==> src/rtl/addr_seq_ctrl_pkg.sv <==
// Shared encodings for the operand-address sequencer: FSM states and the
// code points it drives onto the address block's BaseSel / Baseen inputs.
package addr_seq_ctrl_pkg;

    // FSM state encoding
    localparam logic [2:0] S_IDLE  = 3'd0;
    localparam logic [2:0] S_LDB1  = 3'd1;
    localparam logic [2:0] S_LDB2  = 3'd2;
    localparam logic [2:0] S_READ  = 3'd3;
    localparam logic [2:0] S_WAIT  = 3'd4;
    localparam logic [2:0] S_WRITE = 3'd5;
    localparam logic [2:0] S_DONE  = 3'd6;

    // BaseSel codes understood by the address block
    localparam logic [2:0] BASE_RD1  = 3'd0;
    localparam logic [2:0] BASE_RD2  = 3'd1;
    localparam logic [2:0] BASE_FIX0 = 3'd2;
    localparam logic [2:0] BASE_ROM  = 3'd3;
    localparam logic [2:0] BASE_FIX1 = 3'd4;
    localparam logic [2:0] BASE_FIX2 = 3'd5;
    localparam logic [2:0] BASE_FIX3 = 3'd6;
    localparam logic [2:0] BASE_FIX4 = 3'd7;

    // Baseen codes: which read-base register latches the ROM output
    localparam logic [1:0] BEN_NONE = 2'd0;
    localparam logic [1:0] BEN_RD1  = 2'd1;
    localparam logic [1:0] BEN_RD2  = 2'd2;

endpackage

==> src/rtl/addr_seq_ctrl.sv <==
// Operand-address sequencer for multi-word field operations. Loads both
// read bases from the base-pointer ROM, interleaves operand-1/operand-2
// word reads, waits out datapath latency, then issues the result writes.
// All outputs are decoded from registered state only (Moore).
module addr_seq_ctrl
    import addr_seq_ctrl_pkg::*;
#(
    parameter int NWORDS = 9,
    parameter int WT_LAT = 4
) (
    input  logic       clk,
    input  logic       rst,
    input  logic       start,
    input  logic       abort,
    input  logic [3:0] src1_sel,
    input  logic [3:0] src2_sel,
    input  logic [2:0] dst_sel,
    output logic [3:0] ROMBaseSel,
    output logic [2:0] BaseSel,
    output logic       OffsetSel,
    output logic [1:0] Baseen,
    output logic [4:0] RdOffset,
    output logic [5:0] WtOffset,
    output logic       suspend,
    output logic       address_carryin,
    output logic       rd_valid,
    output logic       rd_op,
    output logic       mem_we,
    output logic       busy,
    output logic       done
);

    localparam logic [4:0] LAST_WORD = 5'(NWORDS - 1);
    // WAIT counts down to 0, so it is preloaded one short of the latency
    localparam logic [3:0] WAIT_INIT = (WT_LAT == 0) ? 4'd0 : 4'(WT_LAT - 1);

    logic [2:0] state;
    logic [4:0] cnt;
    logic       phase;
    logic [3:0] wcnt;
    logic [3:0] src1_q;
    logic [3:0] src2_q;
    logic [2:0] dst_q;

    // State, counters and captured selectors
    always_ff @(posedge clk or posedge rst) begin
        if (rst) begin
            state  <= S_IDLE;
            cnt    <= '0;
            phase  <= 1'b0;
            wcnt   <= '0;
            src1_q <= '0;
            src2_q <= '0;
            dst_q  <= '0;
        end else if (abort) begin
            // abort beats start in IDLE and ends any run without a done pulse
            state <= S_IDLE;
        end else begin
            case (state)
                S_IDLE: begin
                    if (start) begin
                        src1_q <= src1_sel;
                        src2_q <= src2_sel;
                        dst_q  <= dst_sel;
                        state  <= S_LDB1;
                    end
                end
                S_LDB1: state <= S_LDB2;
                S_LDB2: begin
                    cnt   <= '0;
                    phase <= 1'b0;
                    state <= S_READ;
                end
                S_READ: begin
                    phase <= ~phase;
                    if (phase) begin
                        if (cnt == LAST_WORD) begin
                            cnt <= '0;
                            if (WT_LAT == 0) begin
                                state <= S_WRITE;
                            end else begin
                                wcnt  <= WAIT_INIT;
                                state <= S_WAIT;
                            end
                        end else begin
                            cnt <= cnt + 5'd1;
                        end
                    end
                end
                S_WAIT: begin
                    if (wcnt == 4'd0) begin
                        cnt   <= '0;
                        state <= S_WRITE;
                    end else begin
                        wcnt <= wcnt - 4'd1;
                    end
                end
                S_WRITE: begin
                    if (cnt == LAST_WORD) state <= S_DONE;
                    else                  cnt   <= cnt + 5'd1;
                end
                S_DONE:  state <= S_IDLE;
                default: state <= S_IDLE;
            endcase
        end
    end

    // Output decode from state, word counter, phase and captured selectors
    always_comb begin
        ROMBaseSel      = '0;
        BaseSel         = BASE_RD1;
        OffsetSel       = 1'b0;
        Baseen          = BEN_NONE;
        RdOffset        = '0;
        WtOffset        = '0;
        suspend         = (state != S_IDLE);
        address_carryin = 1'b0;
        rd_valid        = 1'b0;
        rd_op           = 1'b0;
        mem_we          = 1'b0;
        busy            = (state != S_IDLE);
        done            = 1'b0;
        case (state)
            S_LDB1: begin
                ROMBaseSel = src1_q;
                Baseen     = BEN_RD1;
            end
            S_LDB2: begin
                ROMBaseSel = src2_q;
                Baseen     = BEN_RD2;
            end
            S_READ: begin
                rd_valid = 1'b1;
                rd_op    = phase;
                BaseSel  = phase ? BASE_RD2 : BASE_RD1;
                RdOffset = cnt;
            end
            S_WRITE: begin
                OffsetSel = 1'b1;
                BaseSel   = dst_q;
                WtOffset  = {1'b0, cnt};
                mem_we    = 1'b1;
            end
            S_DONE:  done = 1'b1;
            default: ;
        endcase
    end

endmodule

==> config.mk <==
export PLATFORM = sky130hd
export DESIGN_NAME = addr_seq_ctrl
export DESIGN_NICKNAME = d
export VERILOG_FILES = /design/src/rtl/addr_seq_ctrl_pkg.sv /design/src/rtl/addr_seq_ctrl.sv
export SDC_FILE = /design/constraint.sdc
export NUM_CORES = 1
export LEC_CHECK = 0
export CAP_MARGIN = 5
export CORE_ASPECT_RATIO = 2
export CORE_MARGIN = 4
export CORE_UTILIZATION = 42
export DETAILED_ROUTE_END_ITERATION = 6
export PLACE_DENSITY = 0.86
export SYNTH_ARGS = -nofsm -noshare
export SYNTH_HDL_FRONTEND = slang
export SYNTH_SLANG_ARGS = --single-unit
==> constraint.sdc <==
create_clock -name clk -period 1.95 [get_ports clk]
set_clock_uncertainty 0.05 [all_clocks]
set_input_delay 0.4875 -clock clk [delete_from_list [all_inputs] [get_ports clk]]
set_output_delay 0.4875 -clock clk [all_outputs]
set_load 0.02 [all_outputs]
Word-level counts from Yosys, hierarchy flattened
Cells that the tools add are included.
{"block": "totals", "word_cells": 66, "regBits": 24, "output_inout_bits": 28}
{"block": "op_classes", "n_reduce_logical": 11, "add_sub_neg": 2, "n_mux": 27, "n_eq_ne": 17, "bitwise": 2}
{"op": "5-bit 2-to-1 mux", "count": 6}
{"op": "5-bit one-hot mux with 4 select lines", "count": 1}
{"op": "3-bit 2-to-1 mux", "count": 6}
{"op": "3-bit one-hot mux with 6 select lines", "count": 1}
{"op": "4-bit one-hot mux with 2 select lines", "count": 2}
{"op": "3-bit inequality test, second input constant", "count": 5}
{"op": "5-bit AND reduction", "count": 3}
{"op": "4-bit 2-to-1 mux", "count": 3}
{"op": "2-bit inequality test, second input constant", "count": 5}
{"op": "3-bit equality test, second input constant", "count": 3}
{"op": "3-bit by 2-bit equality test with 1-bit output, second input constant", "count": 2}
{"op": "3-bit one-hot mux with 2 select lines", "count": 1}
{"op": "5-bit by 1-bit adder with 5-bit output, second input constant", "count": 1}
{"op": "5-bit by 4-bit equality test with 1-bit output, second input constant", "count": 1}
{"op": "1-bit 2-to-1 mux", "count": 5}
{"op": "4-bit logical NOT", "count": 1}
{"op": "2-bit one-hot mux with 2 select lines", "count": 1}
{"op": "2-bit nonzero test", "count": 2}
{"op": "4-bit nonzero test", "count": 1}
{"op": "4-bit by 1-bit subtractor with 4-bit output, second input constant", "count": 1}
{"op": "3-bit by 1-bit equality test with 1-bit output, second input constant", "count": 1}
{"op": "3-bit logical NOT", "count": 1}
{"op": "3-bit AND reduction", "count": 1}
{"op": "3-bit nonzero test", "count": 1}
{"op": "3 further kinds", "count": 4}

Logic depth before layout (Yosys ltp)
{"block": "logic_depth", "depth_word": 5, "depth_mapped": 6}

Worst setup path before layout
OpenSTA, ideal clock, no wires.
{"block": "synth_timing", "kind": "register to output", "startpoint": "register state[1]", "endpoint": "output port ROMBaseSel[0]", "path_stages_with_launch": 4, "path_buffers": 1, "arrival_ps": 1650, "path_slack_ps": -238, "cell_sequence": "dfrtp_1 buf_2 nor3b_1 a22o_1"}
{"block": "synth_via", "elab_chain_len": 2, "word_cells_on_any_way": 3, "cone_classes": "2 x eq/ne; 1 x mux"}
{"item": "from (decl)", "line_no": "addr_seq_ctrl.sv:37", "source": "logic [2:0] state;"}
{"item": "from (signal assigned)", "line_no": "addr_seq_ctrl.sv:48", "source": "state <= S_IDLE;"}
{"item": "from (signal assigned)", "line_no": "addr_seq_ctrl.sv:57", "source": "state <= S_IDLE;"}
{"item": "from (signal assigned)", "line_no": "addr_seq_ctrl.sv:65", "source": "state <= S_LDB1;"}
{"item": "3-bit by 2-bit equality test with 1-bit output / 3-bit by 1-bit equality test with 1-bit output (equally long branches)", "line_no": "addr_seq_ctrl.sv:123", "source": "case (state)"}
{"item": "4-bit one-hot mux with 2 select lines (*)", "line_no": "addr_seq_ctrl.sv:123"}
{"item": "to (decl)", "line_no": "addr_seq_ctrl.sv:18", "source": "output logic [3:0] ROMBaseSel,"}
Mark *: on every way between the ends. The rest lies on a longest branch, timed or not.

Final worst setup path
{"block": "layout_timing", "startpoint": "register state[2]", "endpoint": "output port ROMBaseSel[1]"}
The elaborated chain is that of the path after synthesis.

==> impl_summary.md <==
Synthesis
Of all flip-flops after synthesis, the portion carrying an async set or reset was 100.0%. The count of synthesis-stage warnings from yosys is 0. The number of cells produced by synthesis is 140. In this run, synthesis inferred 0 flip-flops with an integrated enable. The synthesized area is 1475 sq um. The count of state elements after synthesis is 24. The prevailing post-synth register cell is sky130_fd_sc_hd__dfrtp_1. Synthesis instantiated 47 different standard cells from the library. The proportion of synthesized chip area in sequential cells is 40.71%.

The average instance area after synthesis is 10.54 sq um.

Critical path
Counting stages on the worst path, the most repeated cell is sky130_fd_sc_hd__buf_6. Data on the critical path is required at its endpoint by 1.41 ns. The worst register-to-register path has a setup slack of 0.04 ns.

Walking the worst path, the cells encountered are buf_6 > nor3b_2 > buf_4 > a22o_1 > buf_6. Data on the critical path arrives at its endpoint at 1.49 ns. In this run the worst setup path begins at state[2].

The type of the worst setup path is reg -> out. Of all nets on the critical path, the largest fanout is 6. The kind of start point of the critical path is a flip-flop. The slowest library cell on the worst path is sky130_fd_sc_hd__dfrtp_2. STA classifies the critical path endpoint as a primary output.

The start of the worst register-to-register path is state[2]. On the worst path, the slowest cell contributes a delay of 0.47 ns.

Global routing
The aggregate global-route resource usage is 21.59%. For this run, global-route usage on met1 was measured as 20.19%. Global routing consumed, on the met3 layer, 2.764% of the routing resources.

The pin count of the biggest net entering global routing is 25. The overall overflow remaining after global route is 0. For met2 alone, demand over resource in global routing was 40.04%.

The busiest layer in global routing is met2. The number of antenna violations at the first check in global routing is 0. The via count of the first global-routing pass was 1,573. The first global-routing pass estimated 7555 microns of wire.

STA
The shortest period the worst path allows is 2.028 ns. Timing would allow up to 493.1 MHz. Setup repair after global routing could not meet its margin everywhere. Once routing completed, OpenROAD measured the worst setup slack at -0.07782 ns. Setup violations remaining at the end of the flow were counted as 9. The final number of hold-violating endpoints is 0. The number of pins exceeding their max-slew limit in the final report is 0. Of the available clock period, the critical path in the final layout requires 104.0%.

Power
The total power density per cell area is 668.1 nW/um^2. The share of total power consumed by net switching is 31.08%. The part of the power in the clock network is 23.6%. The net switching power figure is 0.4654 mW. The worst-case IR drop observed on VDD is 0.4696 mV.

Per report_power, the sequential group accounts for 43.2% of the total. The cell leakage power is 1.095 nW. The internal power is 1.032 mW. The share of total power dissipated in combinational logic is 33.2%.

Floorplanning
The initial standard-cell utilization of the core is 43.67%. The die is 49.91 microns wide. In this run the count of I/O pins placed on the die edge is 43.

The die area is 4582 sq um. The number of core rows is 30. The total area inside the core boundary comes to 3378 sq um. The die is 91.81 microns tall.

Layout
The end-of-flow core utilization is 66.33%. The count of fill cells added during filler insertion is 252. The finished cells cover 2241 sq um. The layout overhead on the synthesized area is 51.91%.

For this run, the post-layout net count is 227. The final instance count without filler cells is 240. The number of antenna diodes in the final layout is 0. The fraction of layout instances using a drive strength above 1 is 50.00%.

Placement
Counting tap cells, the placed design contains a total of 224 instances. The pre-CTS setup slack is -0.2799 ns. The detailed placement HPWL is 3334 microns. The placer's final routability congestion estimate is 0.8174.

The post-placement cell area is 2031 sq um. The count of input and output buffers is 40.

Drt
Dividing the detail-routed wire length by the instance count gives 19.51 microns. For this block, the via count after detailed routing is 1,455. For this block, the initial DRC count from the detailed router was 53. The detailed-route DRC error count is 0. The count of nets left with antenna violations once routing finished came out at 0.

Dividing the detail-routed via count by the number of cells gives 6.063. The wire length reported by the detailed router is 4683 microns. For this run, the detailed router's first-pass iteration total came to 5.

CTS
The clock tree from TritonCTS is built. Counting the buffers created by CTS gives 3. The deepest clock path buffer count is 2.

Clock latency on the worst-skew pair, taken at its later pin, is 0.28 ns. The number of H-tree levels is 1. CTS placed an instance of sky130_fd_sc_hd__clkbuf_8 at the clock tree root. The number of clock sinks is 24. The clock edge transition at the registers on the reported setup and hold paths is 0.09 ns.

Worst hold path
The startpoint of the most critical hold path is src1_q[0]. In this run the worst hold path is classified as reg -> reg.

Status
The run finished, with violations left. The checks that failed: negative setup slack.

Job
The tool flagged a number of max-cap violations equal to 0.
[worst max-delay path: cells and delay by family, from the launching register on]
kind	cells	cell delay (ns)
flip-flops	1	0.47
buffers and inverters	3	0.44
AO/OA/AOI/OAI	1	0.17
AND/OR/NAND/NOR	1	0.14
[synth_stat cells, types with 2 or more instances]
| cell | n | area (sq um) |
|---|---|---|
| sky130_fd_sc_hd__dfrtp_1 | 24 | 600.6 |
| sky130_fd_sc_hd__and2_1 | 11 | 68.82 |
| sky130_fd_sc_hd__mux2_4 | 10 | 150.1 |
| sky130_fd_sc_hd__nor2_1 | 9 | 33.78 |
| sky130_fd_sc_hd__inv_1 | 7 | 26.28 |
| sky130_fd_sc_hd__a21oi_1 | 6 | 30.03 |
| sky130_fd_sc_hd__nand2b_1 | 5 | 31.28 |
| sky130_fd_sc_hd__a22o_1 | 4 | 35.03 |
| sky130_fd_sc_hd__buf_4 | 4 | 30.03 |
| sky130_fd_sc_hd__o21ai_0 | 4 | 20.02 |
| sky130_fd_sc_hd__a21o_1 | 3 | 22.52 |
| sky130_fd_sc_hd__and3_1 | 3 | 18.77 |
| sky130_fd_sc_hd__buf_2 | 3 | 15.01 |
| sky130_fd_sc_hd__ha_1 | 3 | 37.54 |
| sky130_fd_sc_hd__nand3_1 | 3 | 15.01 |
| sky130_fd_sc_hd__o211ai_1 | 3 | 22.52 |
| sky130_fd_sc_hd__a31oi_1 | 2 | 12.51 |
| sky130_fd_sc_hd__a32o_1 | 2 | 20.02 |
| sky130_fd_sc_hd__and3b_1 | 2 | 17.52 |
| sky130_fd_sc_hd__clkbuf_1 | 2 | 7.510 |
| sky130_fd_sc_hd__nand4_1 | 2 | 12.51 |
| sky130_fd_sc_hd__o2bb2ai_1 | 2 | 17.52 |
| sky130_fd_sc_hd__o31ai_1 | 2 | 15.01 |
[power groups by stage]
stage | sequential (mW) | clock [mW] | combinational [mW]
2_1_floorplan | 0.636 | 0 | 0.280
3_3_place_gp | 0.645 | 0 | 0.419
3_5_place_dp | 0.657 | 0 | 0.439
4_1_cts | 0.648 | 0.355 | 0.449
5_1_grt | 0.656 | 0.373 | 0.531
6_report | 0.647 | 0.353 | 0.497
[layer usage]
metal	wire length (microns)	share of wire, %	up-vias
met3	197	4.2	28
li1	-	-	643
met1	1532	33	706
met2	2671	57	78
met5	0	0	-
met4	282	6.0	0
[sequential cells by signal, summed over array words and instances (netlist names)]
register	flops
src2_q	4
dst_q	3
phase	1
state	3
cnt	5
wcnt	4
src1_q	4
[layout by cell type, fill, tap and decap left out, types with 3 or more instances in the layout]
master,synthesis,final
sky130_fd_sc_hd__a21o_1,3,3
sky130_fd_sc_hd__clkbuf_8,0,4
sky130_fd_sc_hd__mux2_4,10,10
sky130_fd_sc_hd__and2_4,0,6
sky130_fd_sc_hd__dfrtp_2,0,3
sky130_fd_sc_hd__nor2_2,0,3
sky130_fd_sc_hd__dfrtp_1,24,21
sky130_fd_sc_hd__and2_1,11,5
sky130_fd_sc_hd__clkdlybuf4s50_1,0,14
sky130_fd_sc_hd__and3_1,3,3
sky130_fd_sc_hd__o211ai_1,3,3
sky130_fd_sc_hd__buf_4,4,35
sky130_fd_sc_hd__buf_2,3,7
sky130_fd_sc_hd__nand2b_1,5,4
sky130_fd_sc_hd__inv_1,7,5
sky130_fd_sc_hd__buf_6,1,14
sky130_fd_sc_hd__nor2_1,9,5
sky130_fd_sc_hd__a22o_1,4,4
sky130_fd_sc_hd__a21oi_1,6,6
sky130_fd_sc_hd__o21ai_0,4,4
[area by class of cell]
class | count | area, sq um | area share (%)
well taps | 32 | 40.04 | 1.787
flip-flops and latches | 24 | 604.3 | 26.97
clock buffers | 4 | 55.05 | 2.457
repair buffers | 72 | 615.6 | 27.47
inverters | 7 | 26.28 | 1.173
multi-input cells | 101 | 899.6 | 40.15
[stage by stage]
step	power [mW]	hold WS [ns]	TNS, ns
after floorplan	0.9159	0.4229	0
after global placement	1.064	0.4358	-3.665
after detailed placement	1.096	0.4432	-5.150
after CTS	1.451	0.4677	-0.2108
after global routing	1.560	0.4899	-0.8550
final	1.497	0.4651	-0.3336
[kinds of logic after synthesis]
group / Yosys count / synth area share, %
adder cells (fa/ha/maj): 3 / 2.545
AND/OR/NAND/NOR: 49 / 21.80
AO/OA/AOI/OAI: 34 / 16.96
multiplexers: 12 / 11.62
other: 1 / 0.2542
flip-flops: 24 / 40.71
buffers and inverters: 17 / 6.107
[final timing paths]
kind,endpoint,cells after the start
hold / removal,src1_q[0],1
min in group asynchronous,dst_q[2],3
setup / recovery,ROMBaseSel[1],5
hold reg to reg,src1_q[0],1
max in group asynchronous,state[1],3
setup reg to reg,src2_q[0],3
[what timing repair did]
item	CTS	global route
pin swaps	0	4
gates cloned	1	0
hold buffers	0	0
hold endpoints to repair	0	0
setup endpoints to repair	28	28
resized for setup	110	47
buffers inserted	7	4
Power figures use the tool's default switching activity.
